## src/rtl/clap_energy_window.sv

```systemverilog
// clap_energy_window
// Multichannel sliding-window energy stage for the clap-detection chain.
// Each channel keeps its own ring of biased squares, a running sum and a
// decimation counter; one shared datapath processes one sample at a time
// through ACCEPT -> SQUARE -> ACCUM (-> OUTPUT when an energy is emitted).
module clap_energy_window #(
    parameter int NUM_CHANNELS = 2,
    parameter int SAMPLE_WIDTH = 16,
    parameter int SIGNAL_BIAS  = -64,
    parameter int DURATION     = 4,
    parameter int DECIMATE     = 1,
    localparam int CH_WIDTH     = (NUM_CHANNELS > 1) ? $clog2(NUM_CHANNELS) : 1,
    localparam int SQ_WIDTH     = 2 * SAMPLE_WIDTH + 2,
    localparam int ENERGY_WIDTH = SQ_WIDTH + $clog2(DURATION)
) (
    input  logic                    clock,
    input  logic                    reset,
    input  logic [SAMPLE_WIDTH-1:0] sample_data,
    input  logic [CH_WIDTH-1:0]     sample_channel,
    input  logic                    sample_valid,
    output logic                    sample_ready,
    output logic [ENERGY_WIDTH-1:0] energy_data,
    output logic [CH_WIDTH-1:0]     energy_channel,
    output logic                    energy_valid,
    input  logic                    energy_ready
);

    localparam int PTR_WIDTH  = $clog2(DURATION);
    localparam int FILL_WIDTH = $clog2(DURATION + 1);
    localparam int DEC_WIDTH  = 8;
    localparam int X_WIDTH    = SAMPLE_WIDTH + 2;
    localparam int RAM_DEPTH  = NUM_CHANNELS * DURATION;
    localparam int ADDR_WIDTH = CH_WIDTH + PTR_WIDTH;

    localparam logic [FILL_WIDTH-1:0]     FILL_FULL = FILL_WIDTH'(DURATION);
    localparam logic [PTR_WIDTH-1:0]      PTR_LAST  = PTR_WIDTH'(DURATION - 1);
    localparam logic [DEC_WIDTH-1:0]      DEC_LAST  = DEC_WIDTH'(DECIMATE - 1);
    localparam logic [CH_WIDTH:0]         CH_LIMIT  = (CH_WIDTH + 1)'(NUM_CHANNELS);
    localparam logic signed [X_WIDTH-1:0] BIAS      = X_WIDTH'(SIGNAL_BIAS);

    typedef enum logic [1:0] {
        ACCEPT = 2'd0,
        SQUARE = 2'd1,
        ACCUM  = 2'd2,
        OUTPUT = 2'd3
    } state_t;

    // Square of the biased sample; the result always fits SQ_WIDTH, so the
    // product is formed directly at that width after sign extension.
    function automatic logic [SQ_WIDTH-1:0] biased_square(input logic [SAMPLE_WIDTH-1:0] raw);
        logic signed [X_WIDTH-1:0]  x;
        logic signed [SQ_WIDTH-1:0] xe;
        x  = $signed({2'b00, raw}) + BIAS;
        xe = SQ_WIDTH'(x);
        return xe * xe;
    endfunction

    state_t                  state_r;
    logic                    sample_ready_r;
    logic                    energy_valid_r;
    logic [ENERGY_WIDTH-1:0] energy_data_r;
    logic [CH_WIDTH-1:0]     energy_channel_r;

    logic [SAMPLE_WIDTH-1:0] sample_r;
    logic [CH_WIDTH-1:0]     ch_r;
    logic [SQ_WIDTH-1:0]     sq_r;
    logic [SQ_WIDTH-1:0]     oldest_r;

    logic [FILL_WIDTH-1:0]   fill_r [NUM_CHANNELS];
    logic [PTR_WIDTH-1:0]    ptr_r  [NUM_CHANNELS];
    logic [ENERGY_WIDTH-1:0] sum_r  [NUM_CHANNELS];
    logic [DEC_WIDTH-1:0]    dec_r  [NUM_CHANNELS];

    logic [SQ_WIDTH-1:0]     ring_r [RAM_DEPTH];

    logic [ADDR_WIDTH-1:0]   addr_s;
    logic [FILL_WIDTH-1:0]   fill_cur_s;
    logic [FILL_WIDTH-1:0]   fill_new_s;
    logic [PTR_WIDTH-1:0]    ptr_cur_s;
    logic [PTR_WIDTH-1:0]    ptr_new_s;
    logic [DEC_WIDTH-1:0]    dec_cur_s;
    logic [DEC_WIDTH-1:0]    dec_new_s;
    logic [ENERGY_WIDTH-1:0] sum_new_s;
    logic                    full_new_s;
    logic                    emit_s;

    assign sample_ready   = sample_ready_r;
    assign energy_valid   = energy_valid_r;
    assign energy_data    = energy_data_r;
    assign energy_channel = energy_channel_r;

    // Next per-channel state for the latched sample, used in ACCUM.
    always_comb begin
        fill_cur_s = fill_r[ch_r];
        ptr_cur_s  = ptr_r[ch_r];
        dec_cur_s  = dec_r[ch_r];
        addr_s     = {ch_r, ptr_cur_s};
        fill_new_s = fill_cur_s;
        sum_new_s  = sum_r[ch_r];
        ptr_new_s  = ptr_cur_s;
        dec_new_s  = dec_cur_s;
        full_new_s = 1'b0;
        emit_s     = 1'b0;

        if (fill_cur_s == FILL_FULL) begin
            fill_new_s = FILL_FULL;
            sum_new_s  = sum_r[ch_r] + ENERGY_WIDTH'(sq_r) - ENERGY_WIDTH'(oldest_r);
        end else begin
            fill_new_s = fill_cur_s + FILL_WIDTH'(1);
            sum_new_s  = sum_r[ch_r] + ENERGY_WIDTH'(sq_r);
        end

        if (ptr_cur_s == PTR_LAST) begin
            ptr_new_s = '0;
        end else begin
            ptr_new_s = ptr_cur_s + PTR_WIDTH'(1);
        end

        full_new_s = (fill_new_s == FILL_FULL);
        emit_s     = full_new_s && (dec_cur_s == DEC_WIDTH'(0));

        if (full_new_s) begin
            if (dec_cur_s == DEC_LAST) begin
                dec_new_s = '0;
            end else begin
                dec_new_s = dec_cur_s + DEC_WIDTH'(1);
            end
        end else begin
            dec_new_s = dec_cur_s;
        end
    end

    // Ring storage of past squares; never cleared, only read once a window is full.
    always_ff @(posedge clock) begin
        if (!reset && state_r == ACCUM) begin
            ring_r[addr_s] <= sq_r;
        end
    end

    // Control FSM, per-channel window state and registered handshake outputs.
    always_ff @(posedge clock) begin
        if (reset) begin
            state_r          <= ACCEPT;
            sample_ready_r   <= 1'b1;
            energy_valid_r   <= 1'b0;
            energy_data_r    <= '0;
            energy_channel_r <= '0;
            sample_r         <= '0;
            ch_r             <= '0;
            sq_r             <= '0;
            oldest_r         <= '0;
            for (int i = 0; i < NUM_CHANNELS; i++) begin
                fill_r[i] <= '0;
                ptr_r[i]  <= '0;
                sum_r[i]  <= '0;
                dec_r[i]  <= '0;
            end
        end else begin
            case (state_r)
                ACCEPT: begin
                    // Out-of-range channels are consumed and silently dropped.
                    if (sample_valid && ({1'b0, sample_channel} < CH_LIMIT)) begin
                        sample_r       <= sample_data;
                        ch_r           <= sample_channel;
                        sample_ready_r <= 1'b0;
                        state_r        <= SQUARE;
                    end
                end
                SQUARE: begin
                    sq_r     <= biased_square(sample_r);
                    oldest_r <= ring_r[addr_s];
                    state_r  <= ACCUM;
                end
                ACCUM: begin
                    fill_r[ch_r] <= fill_new_s;
                    ptr_r[ch_r]  <= ptr_new_s;
                    sum_r[ch_r]  <= sum_new_s;
                    dec_r[ch_r]  <= dec_new_s;
                    if (emit_s) begin
                        energy_data_r    <= sum_new_s;
                        energy_channel_r <= ch_r;
                        energy_valid_r   <= 1'b1;
                        state_r          <= OUTPUT;
                    end else begin
                        sample_ready_r <= 1'b1;
                        state_r        <= ACCEPT;
                    end
                end
                OUTPUT: begin
                    if (energy_ready) begin
                        energy_valid_r <= 1'b0;
                        sample_ready_r <= 1'b1;
                        state_r        <= ACCEPT;
                    end
                end
                default: begin
                    energy_valid_r <= 1'b0;
                    sample_ready_r <= 1'b1;
                    state_r        <= ACCEPT;
                end
            endcase
        end
    end

endmodule

```

## config.mk

```make
export PLATFORM = sky130hd
export DESIGN_NAME = clap_energy_window
export DESIGN_NICKNAME = d
export VERILOG_FILES = /design/src/rtl/clap_energy_window.sv
export SDC_FILE = /design/constraint.sdc
export NUM_CORES = 1
export LEC_CHECK = 0
export ABC_AREA = 1
export CAP_MARGIN = 10
export CORE_UTILIZATION = 35
export CTS_BUF_LIST = sky130_fd_sc_hd__clkbuf_8
export DETAILED_ROUTE_END_ITERATION = 8
export PLACE_DENSITY_LB_ADDON = 0.08
export SYNTH_ARGS = -nofsm -noshare
export SYNTH_HDL_FRONTEND = slang
export SYNTH_SLANG_ARGS = --single-unit
export TNS_END_PERCENT = 100
```

## constraint.sdc

```tcl
create_clock -name clock -period 15.85 [get_ports clock]
set_input_delay 1.585 -clock clock [delete_from_list [all_inputs] [get_ports clock]]
set_output_delay 1.585 -clock clock [all_outputs]
set_load 0.05 [all_outputs]
```

Word level (Yosys, flattened, before mapping)
Memories as Yosys holds them, arrays and structs flattened. A register that Yosys moved wholly into a read port is not among the register bits.
Index checks and enable logic that the tools add are counted.
{"block": "totals", "memories": 5, "ramBits": 370, "register_bits": 92, "word_cells": 89}
{"block": "op_classes", "n_mul": 1, "n_reduce_logical": 16, "n_addsub": 6, "n_mux": 43, "n_eq_ne": 10}
{"memory": "ring_r", "words": 8, "width": 34, "rd": 1, "rd_ports_with_merged_regs": 1, "write_ports": 1, "line": "74", "source": "logic [SQ_WIDTH-1:0] ring_r [RAM_DEPTH];"}
{"memory": "sum_r", "words": 2, "width": 36, "rd": 1, "rd_ports_with_merged_regs": 1, "write_ports": 2, "line": "71", "source": "logic [ENERGY_WIDTH-1:0] sum_r [NUM_CHANNELS];"}
{"memory": "dec_r", "words": 2, "width": 8, "rd": 1, "rd_ports_with_merged_regs": 1, "write_ports": 2, "line": "72", "source": "logic [DEC_WIDTH-1:0] dec_r [NUM_CHANNELS];"}
{"memory": "fill_r", "words": 2, "width": 3, "rd": 1, "rd_ports_with_merged_regs": 1, "write_ports": 2, "line": "69", "source": "logic [FILL_WIDTH-1:0] fill_r [NUM_CHANNELS];"}
{"memory": "ptr_r", "words": 2, "width": 2, "rd": 1, "rd_ports_with_merged_regs": 1, "write_ports": 2, "line": "70", "source": "logic [PTR_WIDTH-1:0] ptr_r [NUM_CHANNELS];"}
{"op": "$mux 36", "n": 2}
{"op": "$add 36x34->36", "n": 1}
{"op": "$reduce_or 36->1", "n": 1}
{"op": "$sub 36x34->36", "n": 1}
{"op": "$mul 18x18->34", "n": 1}
{"op": "$mux 1", "n": 28}
{"op": "$mux 8", "n": 3}
{"op": "$add 17x7->18 const B", "n": 1}
{"op": "$mux 2", "n": 5}
{"op": "$add 8x1->8 const B", "n": 1}
{"op": "$logic_not 8->1", "n": 1}
{"op": "$ne 2x2->1 const B", "n": 4}
{"op": "$pmux 2 s4", "n": 1}
{"op": "$reduce_or 8->1", "n": 1}
{"op": "$eq 2x2->1 const B", "n": 3}
{"op": "$eq 3x3->1 const B", "n": 2}
{"op": "$mux 3", "n": 2}
{"op": "$reduce_and 2->1", "n": 3}
{"op": "$reduce_and 4->1", "n": 1}
{"op": "$add 3x1->3 const B", "n": 1}
{"op": "$pmux 1 s3", "n": 1}
{"op": "$reduce_and 3->1", "n": 1}
{"op": "$reduce_bool 3->1", "n": 1}
{"op": "$reduce_or 3->1", "n": 1}
{"op": "8 further kinds", "n": 9}

Depth between registers and ports, before layout
{"block": "depth", "depth_word": 6, "ltp_mapped": 39, "mapped_depth_nobuf": 37}

Worst setup path before layout
OpenSTA, ideal clock, no wires.
{"block": "synth_path", "kind": "register to register", "from": "reg sample_r[6]", "to": "reg sq_r[26]", "setup_ns": 0.109, "arrival_ns": 6.884, "path_buffers": 3, "period_less_slack_ns": 6.993, "stages_incl_launch_ff": 36, "setup_slack_ns": 8.857, "cell_sequence": "dfxtp_1 > clkbuf_1 > inv_1 > clkbuf_1 > ha_1 > inv_1 > nor2_1 > inv_2 > nor3_4 > nand3_2 > nor2_2 > inv_2 > buf_2 > nor2_1 > inv_1 > fa_1 > inv_1 > fa_1 > fa_1 > inv_1 > fa_1 > inv_1 > fa_1 > inv_1 > fa_1 > inv_1 > ha_1 > a21oi_1 > nand2_1 > a21oi_1 > nand3_1 > a21o_1 > a21oi_1 > o21ai_0 > nand2_1 > inv_1"}
{"block": "synth_via", "elab_chain_len": 2}
{"item": "from (decl)", "line": "64", "source": "logic [SAMPLE_WIDTH-1:0] sample_r;"}
{"item": "from (signal assigned)", "line": "163", "source": "sample_r <= sample_data;"}
{"item": "$add 17x7->18", "line": "53", "source": "x = $signed({2'b00, raw}) + BIAS;"}
{"item": "$mul 18x18->34", "line": "55", "source": "return xe * xe;"}
{"item": "to (signal assigned)", "line": "170", "source": "sq_r <= biased_square(sample_r);"}
{"item": "to (decl)", "line": "66", "source": "logic [SQ_WIDTH-1:0] sq_r;"}
Every way passes these cells.
A chain may end at the register's enable or synchronous reset.

Worst setup path after layout
Same ends and word-level chain as after synthesis.

==> run summary <==
sequential power share - 17.3%
FMAX - 123 MHz
Yosys warnings - 0
Slew Limit Fails - 0
min Tclk post-route - 8.13 ns
Starting DRT DRC Count - 1,837
chip width - 319 µm
TritonCTS clock tree - yes
leakage - 0.0173 µW
Sw Ratio - 53.2%
Worst setup SP type - flip-flop
synth unique cells - 58
DR top layer - met4
die height - 319 µm
Residual DRC - 0
largest buffer count on any clock path - 3
most common cell in the synthesized netlist - nand2_1
routability cong. - 0.940
syn avg cell area - 8.77 µm²
largest net degree at the start of global routing - 122
drt pass-1 iters - 5
Max-Cap Viols - 0
met1 WL - 52.5 mm
Post-CTS Hold Buffers - 0
Synth area leaders - edfxtp_1 (31%), fa_1 (16%), nand2_1 (7.6%), dfxtp_1 (7.1%), inv_1 (7.1%)
Seq/Total Area, Yosys - 38.1%
cell area after synthesis - 35,100 µm²
Cells on Worst Hold Path - 2
Post-synth EDFFs - 362
vias in the first global route - 27,700
initial antenna violation count - 3
Psw - 4840 µW
final setup vio count - 0
Clock power frac - 13.5%
Final nets - 4,527
Synth Flop Type - edfxtp_1
Hold WC Path Type - flip-flop to flip-flop
Area Growth Syn to Fin - 10.8%
capturing point of the worst reg2reg path - sq_r[26]
share of the synthesized area in the top cell type - 31.0%
Mapped Cells - 4,003
Slew HR - 26.1%
clock sink total - 487
global-route wire length before repair - 170 mm
layout cell share with drive strength beyond 1 - 5.99%
worst path required time - 16.50 ns
Clock Skew - 0.0446 ns
synthesized flop and latch total - 487
RSZ-0062 raised after global routing - false
I/O pin cnt - 60
via count - 27,100
die area - 102,000 µm²
hold worst-path end - oldest_r[2]
antenna viol nets, final - 0
Hold Fails Final Rpt - 0
post-CTS setup buffers - 0
clk_lat worst skew - 0.75 ns
clk slew on worst S/H paths - 0.06 ns
Logic pwr share - 69.2%
htree depth - 3
Site Rows - 115
Setup WS post-layout - 7.72 ns
hold_sp - oldest_r[2]
Initial Util - 35.5%
post-CTS sizing - 0
critical path class - flip-flop to flip-flop
Routed WL - 111 mm
CTS root buffer - clkbuf_8
GRT Util Overall - 22.2%
routed length on met2 - 49.5 mm
setup_tns - 0 ns
Reg2Reg Depth - 27
core area - 98,900 µm²
DR vias/cell - 5.01
top cells by count, synth - nand2_1 (713), inv_1 (666), nor2_1 (469)
Pwr per Cell Area - 234 nW/µm²
setup slack at placement - 7.75 ns
HPWL after DPL - 81.4 mm
FF-to-FF setup slack - 7.72 ns
period utilization - 51.3%
CTS Buf Count - 88
Synth area leader - edfxtp_1
IO buf count - 59
Worst R2R Start - sample_r[6]
CP max FO - 23
crit end category - flip-flop
outcome - complete, no violations
Pint - 4260 µW
met3 wire len - 6.24 mm
Worst Path Arrival - 8.78 ns
gr ovfl total - 0
peak supply drop - 0.329 mV
ys async rst share - 0%
Slew @ Worst Pin - 1.11 ns
wire per inst - 20.5 µm
-- logic make-up after synthesis --
kind of cell	count (synthesis)	share of synthesized area [%]
xor+xnor	77	1.94
fa+ha+maj	458	22.2
flops	487	38.1
mux	2	0.0570
buf+inv	829	9.14
other cells	2	0.0214
compound gates	538	9.15
simple gates	1610	19.4
-- area by class of cell --
| type | count | area [µm²] |
|---|---|---|
| Tap cell | 1287 | 1610 |
| Sequential cell | 487 | 13400 |
| Multi-Input combinational cell | 2689 | 18600 |
| Timing Repair Buffer | 95 | 868 |
| Fill cell | 10100 | 60000 |
| Inverter | 687 | 2580 |
| Clock buffer | 104 | 1430 |
| Clock inverter | 62 | 398 |
| Antenna cell | 2 | 5.00 |
-- critical path, stage by stage, from the launching register on --
cell and delay (ns):
dfxtp_1 0.65, nor3_2 0.19, nand2_1 0.77, inv_1 0.36, nor2_2 0.66, nor2_1 0.21, fa_1 0.57, inv_1 0.05
fa_1 0.49, inv_1 0.05, fa_1 0.50, inv_1 0.05, fa_1 0.49, inv_1 0.05, fa_1 0.52, inv_1 0.05
fa_1 0.47, inv_1 0.04, ha_1 0.33, a21oi_1 0.34, nand2_1 0.09, a21oi_1 0.30, nand3_1 0.23, a21o_1 0.22
a21oi_1 0.11, o21ai_0 0.11, nand2_1 0.07, inv_1 0.03
-- metal layers --
layer,up-vias,track usage [%]
met5,-,0
met4,0,6.34
met3,151,4.06
met2,654,35.0
met1,13300,31.0
li1,13100,-
-- per-stage QoR --
step	utilization, %	instance area, µm²	std cells	hold WS (ns)	power (µW)
3_3_place_gp	37.5	37000	5245	0.454	7900
4_1_cts	39.3	38900	5411	0.466	9140
6_report	39.3	38900	5413	0.467	9100
5_1_grt	39.3	38900	5412	0.482	10000
3_5_place_dp	37.5	37000	5245	0.456	7860
2_1_floorplan	-	35100	4005	0.445	6010
-- power by group through the flow --
| stage | Clock [µW] | Sequential (µW) | Combinational (µW) |
|---|---|---|---|
| finish | 1230 | 1570 | 6300 |
| global placement | 0 | 1600 | 6300 |
| global route | 1320 | 1580 | 7140 |
| CTS | 1270 | 1570 | 6300 |
| detailed placement | 0 | 1600 | 6260 |
| floorplan | 0 | 1530 | 4480 |
-- worst max path at each step --
stage / start / end / slack (ns) / depth (start not counted)
final: sample_r[6] / sq_r[26] / 7.72 / 27
after floorplan: sample_r[6] / sq_r[26] / 8.86 / 35
after CTS: sample_r[6] / sq_r[26] / 7.73 / 27
after detailed placement: sample_r[6] / sq_r[26] / 7.75 / 27
after global routing: sample_r[6] / sq_r[26] / 7.18 / 27
after global placement: sample_r[6] / sq_r[26] / 7.78 / 27
-- placed cells by master (no fill, tap or decap), types with 35 or more instances in the layout --
master	instances
buf_4	35
dfxtp_1	123
a21oi_1	183
clkbuf_8	104
nor2_1	464
o21ai_0	173
nand2_1	707
nand3_1	288
edfxtp_1	362
clkdlybuf4s50_1	58
ha_1	182
fa_1	276
o21a_1	36
o2111ai_1	66
xor2_1	56
inv_1	702
-- state kept, by name, indices dropped and copies added (netlist names), named ones only --
signal          flops
ring_r            264
sum_r              72
energy_data        36
oldest_r           33
sq_r               33
dec_r              16
sample_r           16
fill_r              6
ptr_r               4
state_r             2
ch_r                1
energy_channel      1
energy_valid        1
sample_ready        1
No activity file was read; power rests on OpenSTA's default activity.
